--- src/rtl/div_pkg.sv ---
// Shared types and constants for the sequential divider.
//   state_e : controller states
//   DW_DEF  : default divisor/quotient/remainder width
//   NBYTES  : operand bytes per operation (dividend 2*DW + divisor DW, in bytes)
//   CNT_W   : iteration counter width
package div_pkg;
  typedef enum logic [2:0] {
    IDLE = 3'd0,
    PREP = 3'd1,
    CALC = 3'd2,
    FIX  = 3'd3,
    DONE = 3'd4
  } state_e;

  localparam int DW_DEF = 16;

  function automatic int nbytes(input int dw);
    return 3 * dw / 8;
  endfunction

  function automatic int cnt_w(input int dw);
    return $clog2(dw);
  endfunction

  localparam int NBYTES = nbytes(DW_DEF);
  localparam int CNT_W  = cnt_w(DW_DEF);
endpackage

--- src/rtl/seq_divider_if.sv ---
// Operand/result bus of the sequential divider.
//   clr                 : synchronous abort
//   in_valid/in_ready   : byte handshake, in_data carries the operand byte
//   busy, done/ack      : status and result handshake
//   q, r, dz, ovf       : quotient, remainder, divide-by-zero, overflow
// master = operand source / result consumer, slave = divider.
interface seq_divider_if #(parameter int DW = 16);
  logic          clr;
  logic          in_valid;
  logic          in_ready;
  logic [7:0]    in_data;
  logic          busy;
  logic          done;
  logic          ack;
  logic [DW-1:0] q;
  logic [DW-1:0] r;
  logic          dz;
  logic          ovf;

  modport master (
    output clr, in_valid, in_data, ack,
    input  in_ready, busy, done, q, r, dz, ovf
  );

  modport slave (
    input  clr, in_valid, in_data, ack,
    output in_ready, busy, done, q, r, dz, ovf
  );
endinterface

--- src/rtl/div_dp.sv ---
// Datapath of the radix-2 restoring divider.
//   clk, rst   : clock, async active-high reset
//   clr_i      : synchronous clear of all state
//   shift_i    : accept in_data_i into the operand shift register
//   prep_i     : PREP cycle (zero/early-overflow checks, P/Q load)
//   calc_i     : one quotient-bit iteration
//   fix_i      : result load (with sign fix-up when signed)
//   ack_i      : result consumed, clears dz/ovf
//   early_o    : PREP resolves without iterating (dz or early overflow)
//   q_o, r_o, dz_o, ovf_o : result registers
// Optional feature: SIGNED_DIV_EN builds the sign registers and negators.
module div_dp
  import div_pkg::*;
#(
  parameter int DW = DW_DEF
) (
  input  logic          clk,
  input  logic          rst,
  input  logic          clr_i,
  input  logic          shift_i,
  input  logic [7:0]    in_data_i,
  input  logic          prep_i,
  input  logic          calc_i,
  input  logic          fix_i,
  input  logic          ack_i,
  output logic          early_o,
  output logic [DW-1:0] q_o,
  output logic [DW-1:0] r_o,
  output logic          dz_o,
  output logic          ovf_o
);
  logic [3*DW-1:0] sh_q;
  logic [2*DW-1:0] dvd, dvd_mag;
  logic [DW-1:0]   dvs, dvs_mag;
  logic [DW-1:0]   p_q, p_d, qr_q, qr_d, d_q;
  logic [DW:0]     t;
  logic [DW-1:0]   q_q, r_q, fix_q, fix_r;
  logic            dz_q, ovf_q, fix_ovf;
  logic            div_zero, early_ovf;

  // Bytes arrive MSB first, so after the last byte the dividend sits on top.
  assign dvd = sh_q[3*DW-1:DW];
  assign dvs = sh_q[DW-1:0];

`ifdef SIGNED_DIV_EN
  logic sd_q, sv_q, neg;

  assign dvd_mag = dvd[2*DW-1] ? -dvd : dvd;
  assign dvs_mag = dvs[DW-1]   ? -dvs : dvs;
  assign neg     = sd_q ^ sv_q;

  // Magnitude quotient may reach 2^(DW-1) only when the result is negative.
  always_comb begin
    fix_ovf = qr_q[DW-1] && (!neg || (qr_q[DW-2:0] != '0));
    fix_q   = neg  ? -qr_q : qr_q;
    fix_r   = sd_q ? -p_q  : p_q;
  end

  always_ff @(posedge clk or posedge rst) begin
    if (rst) begin
      sd_q <= 1'b0;
      sv_q <= 1'b0;
    end else if (clr_i) begin
      sd_q <= 1'b0;
      sv_q <= 1'b0;
    end else if (prep_i) begin
      sd_q <= dvd[2*DW-1];
      sv_q <= dvs[DW-1];
    end
  end
`else
  assign dvd_mag = dvd;
  assign dvs_mag = dvs;

  always_comb begin
    fix_ovf = 1'b0;
    fix_q   = qr_q;
    fix_r   = p_q;
  end
`endif

  assign div_zero  = (dvs == '0);
  // High half >= divisor means the quotient needs more than DW bits.
  assign early_ovf = (dvd_mag[2*DW-1:DW] >= dvs_mag);
  assign early_o   = div_zero | early_ovf;

  // P < divisor holds every iteration, so T[DW] is the borrow/sign bit.
  assign t = {p_q, qr_q[DW-1]} - {1'b0, d_q};

  always_comb begin
    p_d  = p_q;
    qr_d = qr_q;
    if (prep_i) begin
      p_d  = dvd_mag[2*DW-1:DW];
      qr_d = dvd_mag[DW-1:0];
    end else if (calc_i) begin
      p_d  = t[DW] ? {p_q[DW-2:0], qr_q[DW-1]} : t[DW-1:0];
      qr_d = {qr_q[DW-2:0], ~t[DW]};
    end
  end

  always_ff @(posedge clk or posedge rst) begin
    if (rst) begin
      sh_q <= '0; p_q <= '0; qr_q <= '0; d_q <= '0;
      q_q <= '0; r_q <= '0; dz_q <= 1'b0; ovf_q <= 1'b0;
    end else if (clr_i) begin
      sh_q <= '0; p_q <= '0; qr_q <= '0; d_q <= '0;
      q_q <= '0; r_q <= '0; dz_q <= 1'b0; ovf_q <= 1'b0;
    end else begin
      if (shift_i) sh_q <= {sh_q[3*DW-9:0], in_data_i};
      p_q  <= p_d;
      qr_q <= qr_d;
      if (prep_i) begin
        d_q <= dvs_mag;
        if (div_zero) begin
          dz_q <= 1'b1;
          q_q  <= '1;
          r_q  <= dvd[DW-1:0];
        end else if (early_ovf) begin
          ovf_q <= 1'b1;
          q_q   <= '1;
          r_q   <= '0;
        end
      end
      if (fix_i) begin
        if (fix_ovf) begin
          ovf_q <= 1'b1;
          q_q   <= '1;
          r_q   <= '0;
        end else begin
          q_q <= fix_q;
          r_q <= fix_r;
        end
      end
      if (ack_i) begin
        dz_q  <= 1'b0;
        ovf_q <= 1'b0;
      end
    end
  end

  assign q_o   = q_q;
  assign r_o   = r_q;
  assign dz_o  = dz_q;
  assign ovf_o = ovf_q;
endmodule

--- src/rtl/seq_divider.sv ---
// Sequential radix-2 restoring divider, 2*DW-bit dividend / DW-bit divisor.
// Operands are loaded one byte per handshake (dividend MSB first, then
// divisor MSB first); the result is held with done until ack.
//   clk  : rising-edge clock
//   rst  : asynchronous active-high reset
//   bus  : seq_divider_if.slave (clr, byte handshake, done/ack, results)
// Optional feature: SIGNED_DIV_EN selects two's-complement operands.
module seq_divider
  import div_pkg::*;
#(
  parameter int DW = DW_DEF
) (
  input  logic         clk,
  input  logic         rst,
  seq_divider_if.slave bus
);
  localparam int NB = nbytes(DW);
  localparam int BW = $clog2(NB);
  localparam int IW = cnt_w(DW);

  localparam logic [2:0] S_IDLE = IDLE;
  localparam logic [2:0] S_PREP = PREP;
  localparam logic [2:0] S_CALC = CALC;
  localparam logic [2:0] S_FIX  = FIX;
  localparam logic [2:0] S_DONE = DONE;

  logic [2:0]    st_q, st_d;
  logic [BW-1:0] bcnt_q, bcnt_d;
  logic [IW-1:0] icnt_q, icnt_d;
  logic          acc, early;

  assign bus.in_ready = (st_q == S_IDLE);
  assign bus.busy     = (st_q == S_PREP) || (st_q == S_CALC) || (st_q == S_FIX);
  assign bus.done     = (st_q == S_DONE);
  assign acc          = bus.in_valid && (st_q == S_IDLE);

  always_comb begin
    st_d   = st_q;
    bcnt_d = bcnt_q;
    icnt_d = icnt_q;
    case (st_q)
      S_IDLE: if (acc) begin
        if (bcnt_q == BW'(NB-1)) begin
          bcnt_d = '0;
          st_d   = S_PREP;
        end else begin
          bcnt_d = bcnt_q + BW'(1);
        end
      end
      S_PREP: begin
        st_d   = early ? S_DONE : S_CALC;
        icnt_d = IW'(DW-1);
      end
      S_CALC: begin
        if (icnt_q == '0) st_d = S_FIX;
        else              icnt_d = icnt_q - IW'(1);
      end
      S_FIX:  st_d = S_DONE;
      S_DONE: if (bus.ack) st_d = S_IDLE;
      default: st_d = S_IDLE;
    endcase
    // Abort wins over every transition, including DONE+ack.
    if (bus.clr) begin
      st_d   = S_IDLE;
      bcnt_d = '0;
      icnt_d = '0;
    end
  end

  always_ff @(posedge clk or posedge rst) begin
    if (rst) begin
      st_q   <= S_IDLE;
      bcnt_q <= '0;
      icnt_q <= '0;
    end else begin
      st_q   <= st_d;
      bcnt_q <= bcnt_d;
      icnt_q <= icnt_d;
    end
  end

  div_dp #(.DW(DW)) u_dp (
    .clk       (clk),
    .rst       (rst),
    .clr_i     (bus.clr),
    .shift_i   (acc),
    .in_data_i (bus.in_data),
    .prep_i    (st_q == S_PREP),
    .calc_i    (st_q == S_CALC),
    .fix_i     (st_q == S_FIX),
    .ack_i     ((st_q == S_DONE) && bus.ack),
    .early_o   (early),
    .q_o       (bus.q),
    .r_o       (bus.r),
    .dz_o      (bus.dz),
    .ovf_o     (bus.ovf)
  );
endmodule

--- src/flat_wrapper.sv ---
// flat-port wrapper written by rule: the top's interface ports become plain ports
module seq_divider_flat import div_pkg::*;
#(
  parameter int DW = DW_DEF
)
  (clk, rst, bus_clr, bus_in_valid, bus_in_data, bus_ack, bus_in_ready, bus_busy, bus_done, bus_q, bus_r, bus_dz, bus_ovf);
  seq_divider_if #(.DW(DW)) bus_i ();
  input  logic clk;
  input  logic rst;
  input wire logic [$bits(bus_i.clr)-1:0] bus_clr;
  input wire logic [$bits(bus_i.in_valid)-1:0] bus_in_valid;
  input wire logic [$bits(bus_i.in_data)-1:0] bus_in_data;
  input wire logic [$bits(bus_i.ack)-1:0] bus_ack;
  output wire logic [$bits(bus_i.in_ready)-1:0] bus_in_ready;
  output wire logic [$bits(bus_i.busy)-1:0] bus_busy;
  output wire logic [$bits(bus_i.done)-1:0] bus_done;
  output wire logic [$bits(bus_i.q)-1:0] bus_q;
  output wire logic [$bits(bus_i.r)-1:0] bus_r;
  output wire logic [$bits(bus_i.dz)-1:0] bus_dz;
  output wire logic [$bits(bus_i.ovf)-1:0] bus_ovf;
  assign bus_i.clr = bus_clr;
  assign bus_i.in_valid = bus_in_valid;
  assign bus_i.in_data = bus_in_data;
  assign bus_i.ack = bus_ack;
  assign bus_in_ready = bus_i.in_ready;
  assign bus_busy = bus_i.busy;
  assign bus_done = bus_i.done;
  assign bus_q = bus_i.q;
  assign bus_r = bus_i.r;
  assign bus_dz = bus_i.dz;
  assign bus_ovf = bus_i.ovf;
  seq_divider #(.DW(DW)) u_core (.clk(clk), .rst(rst), .bus(bus_i));
endmodule
--- config.mk ---
export PLATFORM = sky130hd
export DESIGN_NAME = seq_divider_flat
export DESIGN_NICKNAME = d
export VERILOG_FILES = /design/src/rtl/div_pkg.sv /design/src/rtl/seq_divider_if.sv /design/src/rtl/div_dp.sv /design/src/rtl/seq_divider.sv /design/src/flat_wrapper.sv
export SDC_FILE = /design/constraint.sdc
export NUM_CORES = 1
export LEC_CHECK = 0
export ABC_AREA = 1
export CORE_ASPECT_RATIO = 0.75
export CORE_MARGIN = 1.5
export CORE_UTILIZATION = 40
export DETAILED_ROUTE_END_ITERATION = 10
export REMOVE_ABC_BUFFERS = 1
export SYNTH_ARGS = -nofsm -noshare
export SYNTH_HDL_FRONTEND = slang
export SYNTH_SLANG_ARGS = --single-unit
--- constraint.sdc ---
create_clock -name clk -period 3.9 [get_ports clk]
set_input_delay 0.39 -clock clk [delete_from_list [all_inputs] [get_ports clk]]
set_output_delay 0.39 -clock clk [all_outputs]
set_load 0.01 [all_outputs]
# --- After elaboration in Yosys (flattened, before gate mapping) ---
# Cells that the tools add are included.
word_totals:
  elab_cells: 94
  in_bits: 13
  reg_bits: 140
  out_inout_bits: 37
op_classes:
  n_mux: 44
  bitwise_logic: 2
  n_lt_le_gt_ge: 1
  n_eq_ne: 11
  n_addsub: 3
  n_reduce_logical: 22
ops:
  columns: ["cell", "count"]
  rows:
  - ["$mux 16", 19]
  - ["$mux 48", 2]
  - ["$mux 3", 10]
  - ["$sub 17x16->17", 1]
  - ["$ge 16x16->1", 1]
  - ["$logic_not 16->1", 1]
  - ["$pmux 3 s5", 1]
  - ["$reduce_bool 3->1", 5]
  - ["$mux 1", 9]
  - ["$ne 3x2->1 const B", 3]
  - ["$ne 3x3->1 const B", 3]
  - ["$mux 4", 2]
  - ["$pmux 4 s2", 1]
  - ["$reduce_and 2->1", 4]
  - ["$eq 3x2->1 const B", 2]
  - ["$eq 3x3->1 const B", 2]
  - ["$reduce_bool 2->1", 3]
  - ["$logic_not 4->1", 1]
  - ["$reduce_and 4->1", 1]
  - ["$reduce_bool 4->1", 1]
  - ["$sub 4x1->4 const B", 1]
  - ["$add 3x1->3 const B", 1]
  - ["$eq 3x1->1 const B", 1]
  - ["$logic_not 3->1", 1]
  - ["5 further kinds", 7]

# --- Depth between registers and ports, before layout ---
# Gate-level depths: netlist of the first run.
depth:
  ltp_word: 6
  depth_mapped: 17
  mapped_depth_nobuf: 17

# --- Cells and area by module ---
# A second synthesis of the first run with hierarchy kept.
hier_totals:
  cells_unflattened: 1120
  area_unflattened_um2: 8234.1
modules_own_cells:
  columns: ["mod", "area_per_inst_um2", "seq_area_each_um2", "n_inst", "cells_per_inst"]
  rows:
  - ["div_dp", 7583.5, 3253.1, 1, 1029]
  - ["seq_divider", 650.6, 250.2, 1, 91]

# --- Worst setup path before layout of the first run ---
# Ideal clock, no wire load.
synth_timing:
  path_type: "reg2reg"
  from: "reg u_core.u_dp.d_q[0]"
  to: "reg u_core.u_dp.p_q[9] (netlist: u_core.u_dp.fix_r[9])"
  stages_incl_launch_ff: 16
  path_buffers: 1
  setup_slack_ns: 1.849
  arrival_time_ns: 1.934
  period_less_slack_ns: 2.051
  setup_ns: 0.117
  required_ns: 3.783
  path_cell_list: "dfrtp_1 ha_1 fa_1 inv_1 nand2_1 nand2_2 nand3_1 nand2_2 nand2_4 nand2_2 nand2_4 buf_4 nand3_1 nand3_1 nand2_1 nand2_1"
synth_between:
  elab_chain_len: 5
synth_rtl:
  columns: ["element", "line", "rtl"]
  rows:
  - ["start, declared", "div_dp.sv:35", "logic [DW-1:0] p_q, p_d, qr_q, qr_d, d_q;"]
  - ["start signal, assigned", "div_dp.sv:114", "d_q <= dvs_mag;"]
  - ["$sub 17x16->17", "div_dp.sv:88", "assign t = {p_q, qr_q[DW-1]} - {1'b0, d_q};"]
  - ["$mux 16", "div_dp.sv:97", "p_d = t[DW] ? {p_q[DW-2:0], qr_q[DW-1]} : t[DW-1:0];"]
  - ["$mux 16", "div_dp.sv:96", "end else if (calc_i) begin"]
  - ["$mux 16", "div_dp.sv:93", "if (prep_i) begin"]
  - ["$mux 16", "div_dp.sv:106", "end else if (clr_i) begin"]
  - ["end signal, assigned", "div_dp.sv:111", "p_q <= p_d;"]
  - ["end, declared", "div_dp.sv:35", null]
# Every way passes these cells. The select of a mux whose other input is x is not followed.
# A chain may end at the register's enable or synchronous reset.

# --- Final worst setup path of the first run ---
layout_timing:
  from: "reg u_core.st_q[2]"
  to: "reg u_core.u_dp.p_q[7] (netlist: u_core.u_dp.fix_r[7])"
layout_between:
  elab_chain_len: 3
  elab_cells_between_ends: 5
  cone_classes: "eq/ne: 2; mux: 2; reduce/logical: 1"
layout_rtl:
  columns: ["element", "line", "rtl"]
  rows:
  - ["start, declared", "seq_divider.sv:27", "logic [2:0] st_q, st_d;"]
  - ["start signal, assigned", "seq_divider.sv:76", "st_q <= st_d;"]
  - ["$eq 3x1->1", "seq_divider.sv:88", ".prep_i (st_q == S_PREP),"]
  - ["$mux 16", "div_dp.sv:93", null]
  - ["$mux 16", "div_dp.sv:106", null]
# Parallel ways exist; a longest one is shown, timed or not.

==> impl_metrics.py, run 1 <==
metrics = {
    "die": {
        "start_util_pct": 40.6,
        "dieWidth_um": 168,
        "die_y_um": 127,
        "rows": 45,
        "coreArea_mm2": 0.0201,
        "die-area_mm2": 0.0213,
        "io_pins": 50,
    },
    "critical_path": {
        "critPathRequiredTime_ns": 4.26,
        "cp_max_fo": 32,
        "worst_path_dominant_cell_family": "buffers and inverters",
        "critPathMaxStageDelay_ns": 0.51,
        "slowest_stage": "dfrtp_1",
        "path_cells": "nor2_4 > nand2_2 > buf_4 > clkinv_1 > buf_4 > a21oi_1 > nand2_1 > nand2_1",
        "crit_buf_inv": 3,
        "critPathLaunchType": "flop",
        "crit_type": "flop to flop",
        "endpoint_kind": "flop",
        "arrival_ns": 2.86,
    },
    "global_route": {
        "grt_pass1_wl_mm": 37.1,
        "grt_start_max_net_pins": 95,
        "grt_pass1_vias": 6547,
        "antenna_found_initial": 0,
        "grt-ovfl-total": 0,
        "grt_usage_pct": 22.5,
    },
    "synthesis": {
        "async_flop_share_pct": 100,
        "synthCells": 1075,
        "netlist_top_cells_count": "292 x nand2_1, 140 x dfrtp_1, 140 x inv_1",
        "synth_edf_count": 0,
        "synth.most_common_cell": "nand2_1",
        "yosysTopAreaCellShare_pct": 42.9,
        "yosys_warnings": 0,
        "ys_ff_latch": 140,
        "syn_avg_cell_area_um2": 7.59,
        "postSynth.topFlopCell": "dfrtp_1",
        "ys_top_cells_by_area": "dfrtp_1 43%, nand2_1 13%, nand3_1 7.3%, inv_1 6.4%, ha_1 5.1%",
        "syn_area_mm2": 0.00816,
        "yosysTopAreaCell": "dfrtp_1",
        "synth.distinct_cells": 44,
        "seq_area_frac_synth_pct": 42.9,
    },
    "sta": {
        "fin_crit_sh_pct": 64.2,
        "fin_skew_ns": 0.00663,
        "final_hold_viol_count": 0,
        "rsz0062_at_grt": "false",
        "fin_ws_ns": 1.40,
        "maxSlewViolCount": 0,
        "final.min_clock_period_ns": 2.50,
        "worstMarginPinSlew_ns": 1.06,
        "finalSetupViolations": 0,
        "timing.fmax_mhz": 400,
        "relSlewSlack_pct": 29.0,
    },
    "cells_and_area": {
        "layout.nets": 1149,
        "area_growth_pct": 14.4,
        "drive_gt1_share_pct": 7.45,
        "diodes": 0,
        "final_cells": 1372,
        "fill_cells": 1995,
    },
    "pwr": {
        "power-per-cell-area_mw_per_mm2": 781,
        "leakage_nw": 4.62,
        "max-vdd-ir-drop_v": 0.000513,
    },
    "clock_network": {
        "insertion_delay_ns": 0.43,
        "clockRootBuffer": "clkbuf_16",
        "cts_setup_buffers": 0,
        "cts_buffers": 17,
        "clkSinkCount": 140,
        "clk_pin_slew_ns": 0.06,
        "cts_buffer_depth": 2,
        "cts.repair.resized": 0,
        "cts_max_level": 4,
        "holdBufCountCts": 0,
        "cts_tree": "done",
    },
    "route": {
        "drt_iter0_markers": 591,
        "drc": 0,
        "drt_wl_total_mm": 22.9,
        "dr.pass1.iters": 6,
        "vias_per_cell": 5.25,
        "vias": 7197,
        "wire_per_inst_um": 16.7,
        "postRouteAntennaNets": 0,
    },
    "placed_design": {
        "dp_hpwl_mm": 16.4,
        "gp_congestion": 0.861,
        "pre_cts_ws_ns": 1.45,
        "dp.cells": 1341,
        "io_buffers": 49,
    },
    "run": {
        "drv_cap": 0,
    },
    "worst_hold_path": {
        "hold_class": "flop to flop",
    },
    "status": {
        "outcome": "finished clean",
    },
}
## cell families after synthesis
family / after synthesis / synth area share [%]
XOR/XNOR: 7 / 0.752
adder cells (fa/ha/maj): 34 / 5.31
multiplexers: 8 / 1.10
buffers and inverters: 198 / 10.1
AND/OR/NAND/NOR: 515 / 28.7
flip-flops: 140 / 42.9
AO/OA/AOI/OAI: 173 / 11.2
## per-layer routing
layer  global-route usage (%)  share of wire (%)
met5                        0                  0
met3                     3.37                6.2
met2                     30.6                 41
met4                     5.94                1.3
met1                     36.2                 52
## worst register-to-register path: stages (launching register included)
cell and delay [ns]:
dfrtp_1 0.51, nor2_4 0.09, nand2_2 0.34, buf_4 0.40, clkinv_1 0.35, buf_4 0.34
a21oi_1 0.26, nand2_1 0.09, nand2_1 0.06
## cell usage in the layout (no fill, tap or decap), drive strengths merged
master           n
nand3b           8
xnor2            5
buf             10
o22ai           20
clkinvlp         2
nand3          120
o21ai           75
a31oi            2
o21a             1
and2             3
nand2          317
xor2             2
o32ai            1
nor2            46
inv            146
and3             1
mux2             8
fa               1
clkdlybuf4s50   48
bufinv           1
nand4           13
nor3             3
ha              33
clkbuf          24
dfrtp          140
clkinv           6
a21o             1
nor4             3
a41oi            1
a21oi           72
nor3b            1
## report_power, final
group          total [mW]  leakage, nW  internal, mW  switching [mW]
combinational        3.77         2.46          1.26            2.51
sequential           1.99         1.89          1.77           0.225
clock                1.53        0.266         0.919           0.611
## final timing paths
path,cells after the start,startpoint,to,slack (ns)
worst max-delay path,8,u_core.st_q[2],u_core.u_dp.fix_r[7],1.40
worst min-delay path,2,u_core.u_dp.q_o[7],u_core.u_dp.q_o[7],0.47
worst max register to register,8,u_core.st_q[2],u_core.u_dp.fix_r[7],1.40
worst min register to register,2,u_core.u_dp.q_o[7],u_core.u_dp.q_o[7],0.47
max in group asynchronous,3,rst,u_core.u_dp.r_o[11],2.65
min in group asynchronous,2,rst,u_core.icnt_q[0],0.49
## stage by stage
step | power (mW) | area (um2) | setup TNS (ns) | hold WS, ns | util (%)
2_1_floorplan | 4.60 | 7890 | -34.00 | 0.448 | -
3_3_place_gp | 5.72 | 8790 | 0 | 0.455 | 43.7
3_5_place_dp | 5.75 | 8790 | 0 | 0.459 | 43.7
4_1_cts | 7.30 | 9330 | 0 | 0.473 | 46.4
5_1_grt | 7.89 | 9330 | 0 | 0.481 | 46.4
6_report | 7.29 | 9330 | 0 | 0.467 | 46.4
## state kept, by name, summed over array words and instances (netlist names)
name,flops
u_core.bcnt_q,3
u_core.icnt_q,4
u_core.st_q,3
u_core.u_dp.d_q,16
u_core.u_dp.dz_o,1
u_core.u_dp.fix_q,16
u_core.u_dp.fix_r,16
u_core.u_dp.ovf_o,1
u_core.u_dp.q_o,16
u_core.u_dp.r_o,16
u_core.u_dp.sh_q,48
## area by class of cell
cell class                      count  area [um2]  share of cell area, %
Clock inverter                      7        65.1                  0.697
Multi-Input combinational cell    737        3830                   41.1
Timing Repair Buffer               58         566                   6.06
Tap cell                          258         323                   3.46
Inverter                          148         561                   6.01
Clock buffer                       24         482                   5.16
Sequential cell                   140        3500                   37.5
No activity file was read; power rests on OpenSTA's default activity.
==> run 2: changes to the inputs <==
==> constraint.sdc (replaced) <==
create_clock -name clk -period 2.1 [get_ports clk]
set_input_delay 0.21 -clock clk [delete_from_list [all_inputs] [get_ports clk]]
set_output_delay 0.21 -clock clk [all_outputs]
set_load 0.01 [all_outputs]
==> run 2 against run 1 <==
Effect of this change: utilization is 4.3 points higher; design area up 9.3%; clock power up 99%; sequential share of layout area decreased by 3.2 points; register-to-register slack worse by 1.3 ns; wire length grew 4.2%; sequential power increased by 83%; clock-buffer cell count is 3 lower; first-iteration DRC count rose by 6.6%; via count up 3.1%; maximum frequency increased by 22%; critical path depth up 8.
==> impl_metrics.py, run 2 (synthesis results as in run 1) <==
metrics = {
    "status": {
        "outcome": "finished clean",
    },
    "sta": {
        "maxSlewViolCount": 0,
        "timing.fmax_mhz": 488,
        "final_hold_viol_count": 0,
        "rsz0062_at_grt": "true",
        "worstMarginPinSlew_ns": 0.501,
        "fin_crit_sh_pct": 97.7,
        "fin_tns_setup_ns": 0,
        "fin_skew_ns": 0.0125,
        "finalSetupViolations": 0,
        "final.min_clock_period_ns": 2.05,
        "timing.hold.ws_ns": 0.130,
        "relSlewSlack_pct": 66.5,
    },
    "cells_and_area": {
        "final_cell_mix": "286 x nand2_1, 139 x dfrtp_1, 132 x inv_1, 106 x nand3_1, 75 x o21ai_0",
        "diodes": 0,
        "fill_cells": 1967,
        "largest_register_ffs": 48,
        "layout.nets": 1210,
        "regMostFlops": "u_core.u_dp.sh_q",
        "area_growth_pct": 25.1,
        "mostFrequentLayoutCell": "nand2_1",
        "drive_gt1_share_pct": 15.9,
        "finalCoreUtilization_pct": 50.8,
    },
    "die": {
        "dieWidth_um": 168,
        "start_util_pct": 40.6,
        "die_y_um": 127,
        "die-area_mm2": 0.0213,
        "rows": 45,
        "io_pins": 50,
        "coreArea_mm2": 0.0201,
    },
    "clock_network": {
        "cts_max_level": 4,
        "insertion_delay_ns": 0.43,
        "clockRootBuffer": "clkbuf_16",
        "cts_buffers": 17,
        "clk_pin_slew_ns": 0.06,
        "clkSinkCount": 140,
        "cts_tree": "done",
        "cts_buffer_depth": 2,
    },
    "route": {
        "vias_per_cell": 5.17,
        "dr.pass1.iters": 5,
        "drc": 0,
        "vias": 7420,
        "postRouteAntennaNets": 0,
        "wire_per_inst_um": 16.6,
        "drt_wl_total_mm": 23.8,
        "drt_iter0_markers": 630,
    },
    "critical_path": {
        "endpoint_kind": "flop",
        "ff2ff_setup_slack_ns": 0.05,
        "arrival_ns": 2.37,
        "critPathRequiredTime_ns": 2.42,
        "r2r_cells": 16,
        "critPathLaunchType": "flop",
        "crit_type": "flop to flop",
        "reg2reg_to": "u_core.u_dp.fix_r[14]",
        "cp_max_fo": 17,
        "r2r-start": "u_core.u_dp.d_q[0]",
    },
    "placed_design": {
        "dp_hpwl_mm": 17.0,
        "io_buffers": 49,
        "gp_congestion": 0.866,
    },
    "pwr": {
        "pwr-share-clk_pct": 19.9,
        "power-per-cell-area_mw_per_mm2": 1500,
        "max-vdd-ir-drop_v": 0.000756,
        "sw_frac_of_total_pct": 44.6,
        "leakage_nw": 5.02,
        "total_power_mw": 15.3,
        "power.switching_mw": 6.80,
        "seqPwrFrac_pct": 23.9,
        "pwr-share-comb_pct": 56.2,
        "p_int_mw": 8.46,
    },
    "global_route": {
        "grt-ovfl-total": 0,
        "grt_pass1_vias": 6872,
        "grt_pass1_wl_mm": 37.7,
        "grt_usage_pct": 23.0,
        "grt_start_max_net_pins": 47,
        "antenna_found_initial": 0,
    },
    "worst_hold_path": {
        "hold_class": "input port to async pin",
    },
    "run": {
        "drv_cap": 0,
    },
}
==> run 2: changes by cell type in the layout (fill, tap and decap cells not counted), sizes merged <==
cell | previous run | this run
clkbuf | 24 | 23
clkinvlp | 2 | 3
clkinv | 6 | 8
bufinv | 1 | 2
buf | 10 | 69
==> run 2: stage by stage <==
| stage | instances | instance area [um2] | setup WS [ns] |
|---|---|---|---|
| finish | 1434 | 10200 | 0.0491 |
| global route | 1434 | 10200 | -0.0759 |
| CTS | 1424 | 9840 | 0.000522 |
| detailed placement | 1392 | 9230 | -0.0419 |
| global placement | 1392 | 9230 | -0.000197 |
| floorplan | 1025 | 7890 | -1.86 |
==> run 2: worst max-delay path by stage <==
| stage | start | end | cells past startpoint | slack (ns) |
|---|---|---|---|---|
| detailed placement | u_core.u_dp.d_q[0] | u_core.u_dp.fix_r[2] | 15 | -0.04 |
| global placement | u_core.u_dp.d_q[0] | u_core.u_dp.fix_r[13] | 16 | -0.0002 |
| finish | u_core.u_dp.d_q[0] | u_core.u_dp.fix_r[14] | 16 | 0.05 |
| floorplan | rst | u_core.bcnt_q[0] | 1 | -1.86 |
| global route | u_core.u_dp.d_q[0] | u_core.u_dp.fix_r[12] | 15 | -0.08 |
| CTS | u_core.u_dp.d_q[0] | u_core.u_dp.fix_r[2] | 15 | 0.0005 |
==> run 2: repair_timing <==
action,in CTS,in global routing
setup buffers,0,7
pin swaps,0,18
cloned,0,3
setup endpoints to repair,16,49
hold buffers,0,0
resized for setup,2,53
==> run 2: layer usage <==
layer  global-route usage [%]  wire [um]  up-vias  part of all wire, %
met3                     4.84       1690       21                  7.1
met4                     5.19        234        0                 0.98
met5                        0          0        -                    0
li1                         -          -     3656                    -
met2                     32.7      10000      232                   42
met1                     35.5      11900     3511                   50
==> run 2: power by group through the flow <==
stage	clock network (mW)	registers (mW)	logic, mW
after floorplan	0	3.69	4.86
after global placement	0	3.66	7.54
after detailed placement	0	3.67	7.61
after CTS	3.08	3.63	7.68
after global routing	3.19	3.71	9.49
final	3.04	3.65	8.57
==> run 2: worst max-delay path, stage by stage (launching register included) <==
cell	delay (ns)
dfrtp_1	0.41
ha_4	0.18
fa_2	0.37
inv_2	0.06
nand2_2	0.04
nand2_2	0.06
nand3_2	0.06
nand2_2	0.10
nand2_4	0.07
nand2_4	0.08
nand2_8	0.08
nand2_8	0.15
nand2_1	0.07
nand2_1	0.05
nand2_1	0.05
nand2_1	0.06
nand2_1	0.05
==> run 2: layout make-up <==
class	instances	area [um2]	area share, %
Multi-Input combinational cell	737	4070	39.9
Sequential cell	140	3500	34.4
Timing Repair Buffer	119	1150	11.3
Inverter	148	561	5.49
Clock buffer	21	480	4.71
Tap cell	258	323	3.16
Clock inverter	11	116	1.14
